## src/rtl/mips_multicycle_controller.sv

```systemverilog
// Multicycle MIPS control unit: Moore FSM sequencing fetch/decode/execute/memory/writeback.
// Optional macro MIPS_EXT_ALU_EN adds xor/nor funct decoding for R-type instructions.
module mips_multicycle_controller #(
  parameter int MEM_LAT = 1,
  parameter int CNT_W   = 4
) (
  input  logic       clk,
  input  logic       rst,
  input  logic [5:0] op,
  input  logic [5:0] funct,
  input  logic       zero,
  output logic       IorD,
  output logic       MemWrite,
  output logic       IRWrite,
  output logic       RegDst,
  output logic       MemtoReg,
  output logic       RegWrite,
  output logic       ALUSrcA,
  output logic [1:0] ALUSrcB,
  output logic       ExtZero,
  output logic [1:0] PCSrc,
  output logic       PCEn,
  output logic [2:0] ALUControl,
  output logic       instr_done,
  output logic       illegal_op
);

  localparam logic [5:0] OP_RTYPE = 6'b000000;
  localparam logic [5:0] OP_J     = 6'b000010;
  localparam logic [5:0] OP_BEQ   = 6'b000100;
  localparam logic [5:0] OP_ADDI  = 6'b001000;
  localparam logic [5:0] OP_ORI   = 6'b001101;
  localparam logic [5:0] OP_LW    = 6'b100011;
  localparam logic [5:0] OP_SW    = 6'b101011;

  localparam logic [CNT_W-1:0] CNT_LAST = CNT_W'(MEM_LAT - 1);

  typedef enum logic [3:0] {
    S_FETCH    = 4'd0,
    S_DECODE   = 4'd1,
    S_MEMADR   = 4'd2,
    S_MEMRD    = 4'd3,
    S_MEMWB    = 4'd4,
    S_MEMWR    = 4'd5,
    S_EXECUTE  = 4'd6,
    S_ALUWB    = 4'd7,
    S_BRANCH   = 4'd8,
    S_ADDIEXEC = 4'd9,
    S_ORIEXEC  = 4'd10,
    S_IMMWB    = 4'd11,
    S_JUMP     = 4'd12
  } state_t;

  function automatic logic [2:0] alu_decode(input logic [1:0] aluop, input logic [5:0] fn);
    logic [2:0] ctl;
    ctl = 3'b010;
    case (aluop)
      2'b00: ctl = 3'b010;
      2'b01: ctl = 3'b110;
      2'b11: ctl = 3'b001;
      default: begin
        case (fn)
          6'b100000: ctl = 3'b010;
          6'b100010: ctl = 3'b110;
          6'b100100: ctl = 3'b000;
          6'b100101: ctl = 3'b001;
          6'b101010: ctl = 3'b111;
`ifdef MIPS_EXT_ALU_EN
          6'b100110: ctl = 3'b011;
          6'b100111: ctl = 3'b101;
`endif
          default:   ctl = 3'b010;
        endcase
      end
    endcase
    return ctl;
  endfunction

  function automatic logic op_is_legal(input logic [5:0] opc);
    return (opc == OP_LW) || (opc == OP_SW) || (opc == OP_RTYPE) || (opc == OP_BEQ) ||
           (opc == OP_ADDI) || (opc == OP_ORI) || (opc == OP_J);
  endfunction

  state_t           state, next_state, out_state;
  logic [CNT_W-1:0] wait_cnt, cnt_next;
  logic             wait_last, wait_state;
  logic [1:0]       aluop;
  logic             pcwrite, branch;

  assign wait_last  = (wait_cnt == CNT_LAST);
  assign wait_state = (state == S_FETCH) || (state == S_MEMRD) || (state == S_MEMWR);

  always_ff @(posedge clk) begin
    if (rst) begin
      state    <= S_FETCH;
      wait_cnt <= '0;
    end else begin
      state    <= next_state;
      wait_cnt <= cnt_next;
    end
  end

  // Memory-facing states hold for MEM_LAT cycles; the counter is idle (zero) elsewhere.
  always_comb begin
    cnt_next = '0;
    if (wait_state && !wait_last) cnt_next = wait_cnt + CNT_W'(1);
  end

  always_comb begin
    next_state = S_FETCH;
    case (state)
      S_FETCH:    next_state = wait_last ? S_DECODE : S_FETCH;
      S_DECODE: begin
        case (op)
          OP_LW, OP_SW: next_state = S_MEMADR;
          OP_RTYPE:     next_state = S_EXECUTE;
          OP_BEQ:       next_state = S_BRANCH;
          OP_ADDI:      next_state = S_ADDIEXEC;
          OP_ORI:       next_state = S_ORIEXEC;
          OP_J:         next_state = S_JUMP;
          default:      next_state = S_FETCH;
        endcase
      end
      S_MEMADR:   next_state = (op == OP_LW) ? S_MEMRD : S_MEMWR;
      S_MEMRD:    next_state = wait_last ? S_MEMWB : S_MEMRD;
      S_MEMWR:    next_state = wait_last ? S_FETCH : S_MEMWR;
      S_EXECUTE:  next_state = S_ALUWB;
      S_ADDIEXEC: next_state = S_IMMWB;
      S_ORIEXEC:  next_state = S_IMMWB;
      default:    next_state = S_FETCH;
    endcase
  end

  // While rst is high the outputs look like FETCH, with every enable suppressed.
  always_comb begin
    out_state  = rst ? S_FETCH : state;
    IorD       = 1'b0;
    MemWrite   = 1'b0;
    IRWrite    = 1'b0;
    RegDst     = 1'b0;
    MemtoReg   = 1'b0;
    RegWrite   = 1'b0;
    ALUSrcA    = 1'b0;
    ALUSrcB    = 2'b00;
    ExtZero    = 1'b0;
    PCSrc      = 2'b00;
    instr_done = 1'b0;
    illegal_op = 1'b0;
    aluop      = 2'b00;
    pcwrite    = 1'b0;
    branch     = 1'b0;
    case (out_state)
      S_FETCH: begin
        ALUSrcB = 2'b01;
        if (wait_last) begin
          IRWrite = 1'b1;
          pcwrite = 1'b1;
        end
      end
      S_DECODE: begin
        ALUSrcB = 2'b11;
        if (!op_is_legal(op)) begin
          illegal_op = 1'b1;
          instr_done = 1'b1;
        end
      end
      S_MEMADR: begin
        ALUSrcA = 1'b1;
        ALUSrcB = 2'b10;
      end
      S_MEMRD:  IorD = 1'b1;
      S_MEMWB: begin
        RegWrite   = 1'b1;
        MemtoReg   = 1'b1;
        instr_done = 1'b1;
      end
      S_MEMWR: begin
        IorD       = 1'b1;
        MemWrite   = 1'b1;
        instr_done = wait_last;
      end
      S_EXECUTE: begin
        ALUSrcA = 1'b1;
        aluop   = 2'b10;
      end
      S_ALUWB: begin
        RegWrite   = 1'b1;
        RegDst     = 1'b1;
        instr_done = 1'b1;
      end
      S_BRANCH: begin
        ALUSrcA    = 1'b1;
        aluop      = 2'b01;
        PCSrc      = 2'b01;
        branch     = 1'b1;
        instr_done = 1'b1;
      end
      S_ADDIEXEC: begin
        ALUSrcA = 1'b1;
        ALUSrcB = 2'b10;
      end
      S_ORIEXEC: begin
        ALUSrcA = 1'b1;
        ALUSrcB = 2'b10;
        ExtZero = 1'b1;
        aluop   = 2'b11;
      end
      S_IMMWB: begin
        RegWrite   = 1'b1;
        instr_done = 1'b1;
      end
      S_JUMP: begin
        PCSrc      = 2'b10;
        pcwrite    = 1'b1;
        instr_done = 1'b1;
      end
      default: ;
    endcase
    ALUControl = alu_decode(aluop, funct);
    PCEn       = pcwrite | (branch & zero);
    if (rst) begin
      MemWrite   = 1'b0;
      IRWrite    = 1'b0;
      RegWrite   = 1'b0;
      PCEn       = 1'b0;
      instr_done = 1'b0;
      illegal_op = 1'b0;
    end
  end

endmodule
```

## config.mk

```make
export PLATFORM = sky130hd
export DESIGN_NAME = mips_multicycle_controller
export DESIGN_NICKNAME = d
export VERILOG_FILES = /design/src/rtl/mips_multicycle_controller.sv
export SDC_FILE = /design/constraint.sdc
export NUM_CORES = 1
export LEC_CHECK = 0
export BUFFER_PORTS_ARGS = -buffer_cell sky130_fd_sc_hd__buf_2
export CORE_MARGIN = 5
export CORE_UTILIZATION = 25
export DETAILED_ROUTE_END_ITERATION = 10
export GPL_TIMING_DRIVEN = 0
export PLACE_DENSITY_LB_ADDON = 0.05
export SYNTH_ARGS = -nofsm -noshare
export SYNTH_HDL_FRONTEND = slang
export SYNTH_SLANG_ARGS = --single-unit
```

## constraint.sdc

```tcl
create_clock -name clk -period 4.8 [get_ports clk]
set_clock_uncertainty 0.05 [all_clocks]
set_input_delay 0.24 -clock clk [delete_from_list [all_inputs] [get_ports clk]]
set_output_delay 0.24 -clock clk [all_outputs]
set_load 0.01 [all_outputs]
```

==> results.txt <==
DRC errors left = 0
leading area contributor after synthesis = dfxtp_1
vias in the first global route = 1055
min cycle time layout = 2.25 ns
syn_area_per_cell = 7.05 um2
Max H-tree Level = 1
Buffers on Ports = 29
clock latency at the later pin of the worst-skew pair = 0.23 ns
TritonRoute pass-1 iters = 4
EDFF count, synth = 0
# fillers = 408
synth warn = 0
initial core utilization = 25.2%
cells after synthesis = 129
maxcap violations = 0
Seq cells post-synth = 8
Max Buffers Root-to-Sink = 2
top area cells in the synthesized netlist = dfxtp_1 18%, nor2_1 8.7%, nor3_1 3.3%
num rows = 22
antenna violations before repair = 0
Netlist Area Pre-Place = 910 um2
crit path DAT = 1.96 ns
final wirelength = 3070 um
Final Cycle Share = 46.9%
Leak Pwr = 0.484 nW
Final Non-Filler Cells = 209
asr flop ratio synth = 0%
Slew @ Worst Pin = 0.545 ns
Die X = 70.3 um
CTS Hold Bufs = 0
routed vias = 1075
largest net degree at the start of global routing = 11
ys flop type = dfxtp_1
Crit Path Category = register to primary output
CTS tree = yes
Synthesized Nets = 146
crit path max fanout = 5
Top Ports = 33
Iter 0 DRT Violations = 87
Slew Limit Fails = 0
slowest CP cell = a2111oi_0
Worst Setup End Kind = primary output
peak supply drop = 148 uV
clk root buf = clkbuf_8
Max-slew headroom = 63.4%
final-report setup violation count = 0
area grow syn2layout = 27.1%
critical path required time = 4.51 ns
Hold Crit Class = register to register
clk slew on worst S/H paths = 0.04 ns
first-pass GRT wire length = 5090 um
Routed Antenna Nets = 0
clock sink total = 8
die height = 70.3 um
cell count after placement = 206
crit-path cells = inv_1 > ha_1 > or3b_1 > a2111oi_0 > a21o_1 > buf_2
Gates resized, CTS repair = 0
Critical Path Source Type = register
post-synth top area share = 17.6%
delay-heaviest family, CP = compound AO/OA/AOI/OAI gates
CTS Buf Count = 3
Final nets = 180
fraction of layout instances using a drive strength above 1 = 24.8%
n_diodes = 0
Sequential Area = 160 um2
status = completed
setup TNS = 0 ns
core area = 3610 um2
Worst Path Buf+Inv = 2
Multi-input gate area = 678 um2
hpwl dp = 2330 um
Synth cell types = 49
GRT Total Usage = 12.4%
routability cong. = 0.806
GRT overflow = 0
PD cells = 173 nW/um2
routed wire length per instance = 14.7 um
sequential-to-total area share from yosys stat = 17.6%
max incr delay on CP = 0.49 ns
fmax = 0.444 GHz
via density per instance = 5.14
buffers inserted by post-CTS timing repair = 0
final hold vios = 0
RSZ-0062 raised after global routing = no
die area = 4940 um2
layout by cell type (no fill, tap or decap), types with 2 or more instances in the layout:
cell,instances
a21o_1,2
a2111oi_0,3
nor4b_1,2
clkbuf_8,3
nor2b_1,4
xor2_1,3
inv_1,4
and3_1,3
o31a_1,2
nor2_1,21
nor4_1,3
nand2_1,6
xnor2_1,3
nand3_1,4
a211o_1,2
nor3_1,6
o21ai_0,4
ha_1,2
nand2b_1,3
nor3b_1,2
a21oi_1,4
buf_2,32
dfxtp_1,8
clkbuf_1,6
nand4_1,2
o21ai_1,3
cells in the mapped netlist, drive strengths merged (2+ instances only):
| master | instances |
|---|---|
| a211o | 2 |
| a2111oi | 4 |
| ha | 2 |
| and3 | 3 |
| clkbuf | 6 |
| inv | 4 |
| xnor2 | 3 |
| nor2 | 21 |
| a21oi | 4 |
| o31a | 2 |
| nand3 | 4 |
| o21ai | 7 |
| xor2 | 3 |
| buf | 5 |
| nor3b | 2 |
| nor4 | 3 |
| nor2b | 4 |
| a21o | 2 |
| nor3 | 6 |
| nand2 | 6 |
| dfxtp | 8 |
| nand4 | 2 |
| nor4b | 2 |
| nand2b | 3 |
worst paths after layout:
check	startpoint	endpoint	slack (ns)	cells after the start
setup reg to reg	wait_cnt[0]$_SDFF_PP0_	state[2]$_SDFF_PP0_	3.09	6
hold / removal	wait_cnt[0]$_SDFF_PP0_	wait_cnt[0]$_SDFF_PP0_	0.41	1
setup / recovery	wait_cnt[0]$_SDFF_PP0_	instr_done	2.55	6
hold reg to reg	wait_cnt[0]$_SDFF_PP0_	wait_cnt[0]$_SDFF_PP0_	0.41	1
flip-flops by register name (all words and copies together), names as in the netlist:
signal	flops
state	4
wait_cnt	4
cells by family (layout without fill, tap and decap cells):
| group | count (synthesis) | after routing | share of synthesized area, % |
|---|---|---|---|
| simple gates | 67 | 67 | 40.4 |
| buf+inv | 15 | 47 | 7.84 |
| compound gates | 29 | 29 | 23.2 |
| fa+ha+maj | 3 | 3 | 3.85 |
| mux | 1 | 1 | 1.24 |
| xor+xnor | 6 | 6 | 5.78 |
| flops | 8 | 8 | 17.6 |
cell type report:
| cell class | count | area share [%] |
|---|---|---|
| Multi-Input combinational cell | 106 | 58.7 |
| Sequential cell | 8 | 13.9 |
| Timing Repair Buffer | 29 | 12.6 |
| Tap cell | 48 | 5.19 |
| Buffer | 11 | 4.87 |
| Clock buffer | 3 | 3.57 |
| Inverter | 4 | 1.30 |
stage by stage:
step	hold slack [ns]	cell area, um2	total power [W]	worst slack [ns]	util [%]
detailed placement	0.404	1110	0.000122	2.79	30.9
global route	0.439	1160	0.000211	2.40	32.1
global placement	0.399	1110	0.000121	2.74	30.9
floorplan	0.380	910	0.000102	2.97	-
CTS	0.407	1160	0.000203	2.53	32.1
finish	0.411	1160	0.000200	2.55	32.1
where the power goes:
group	switching [W]	internal, W	total, W
registers	0.000000468	0.0000679	0.0000684
clock network	0.0000251	0.0000542	0.0000793
logic	0.0000313	0.0000209	0.0000522
layer usage:
metal / global-route usage, % / vias to the layer above / wire length (um)
met5: 0 / - / 0
met4: 2.55 / 0 / 6
met3: 3.88 / 2 / 174
met2: 19.5 / 32 / 1400
met1: 16.6 / 499 / 1490
li1: - / 542 / -
Power figures use the tool's default switching activity.
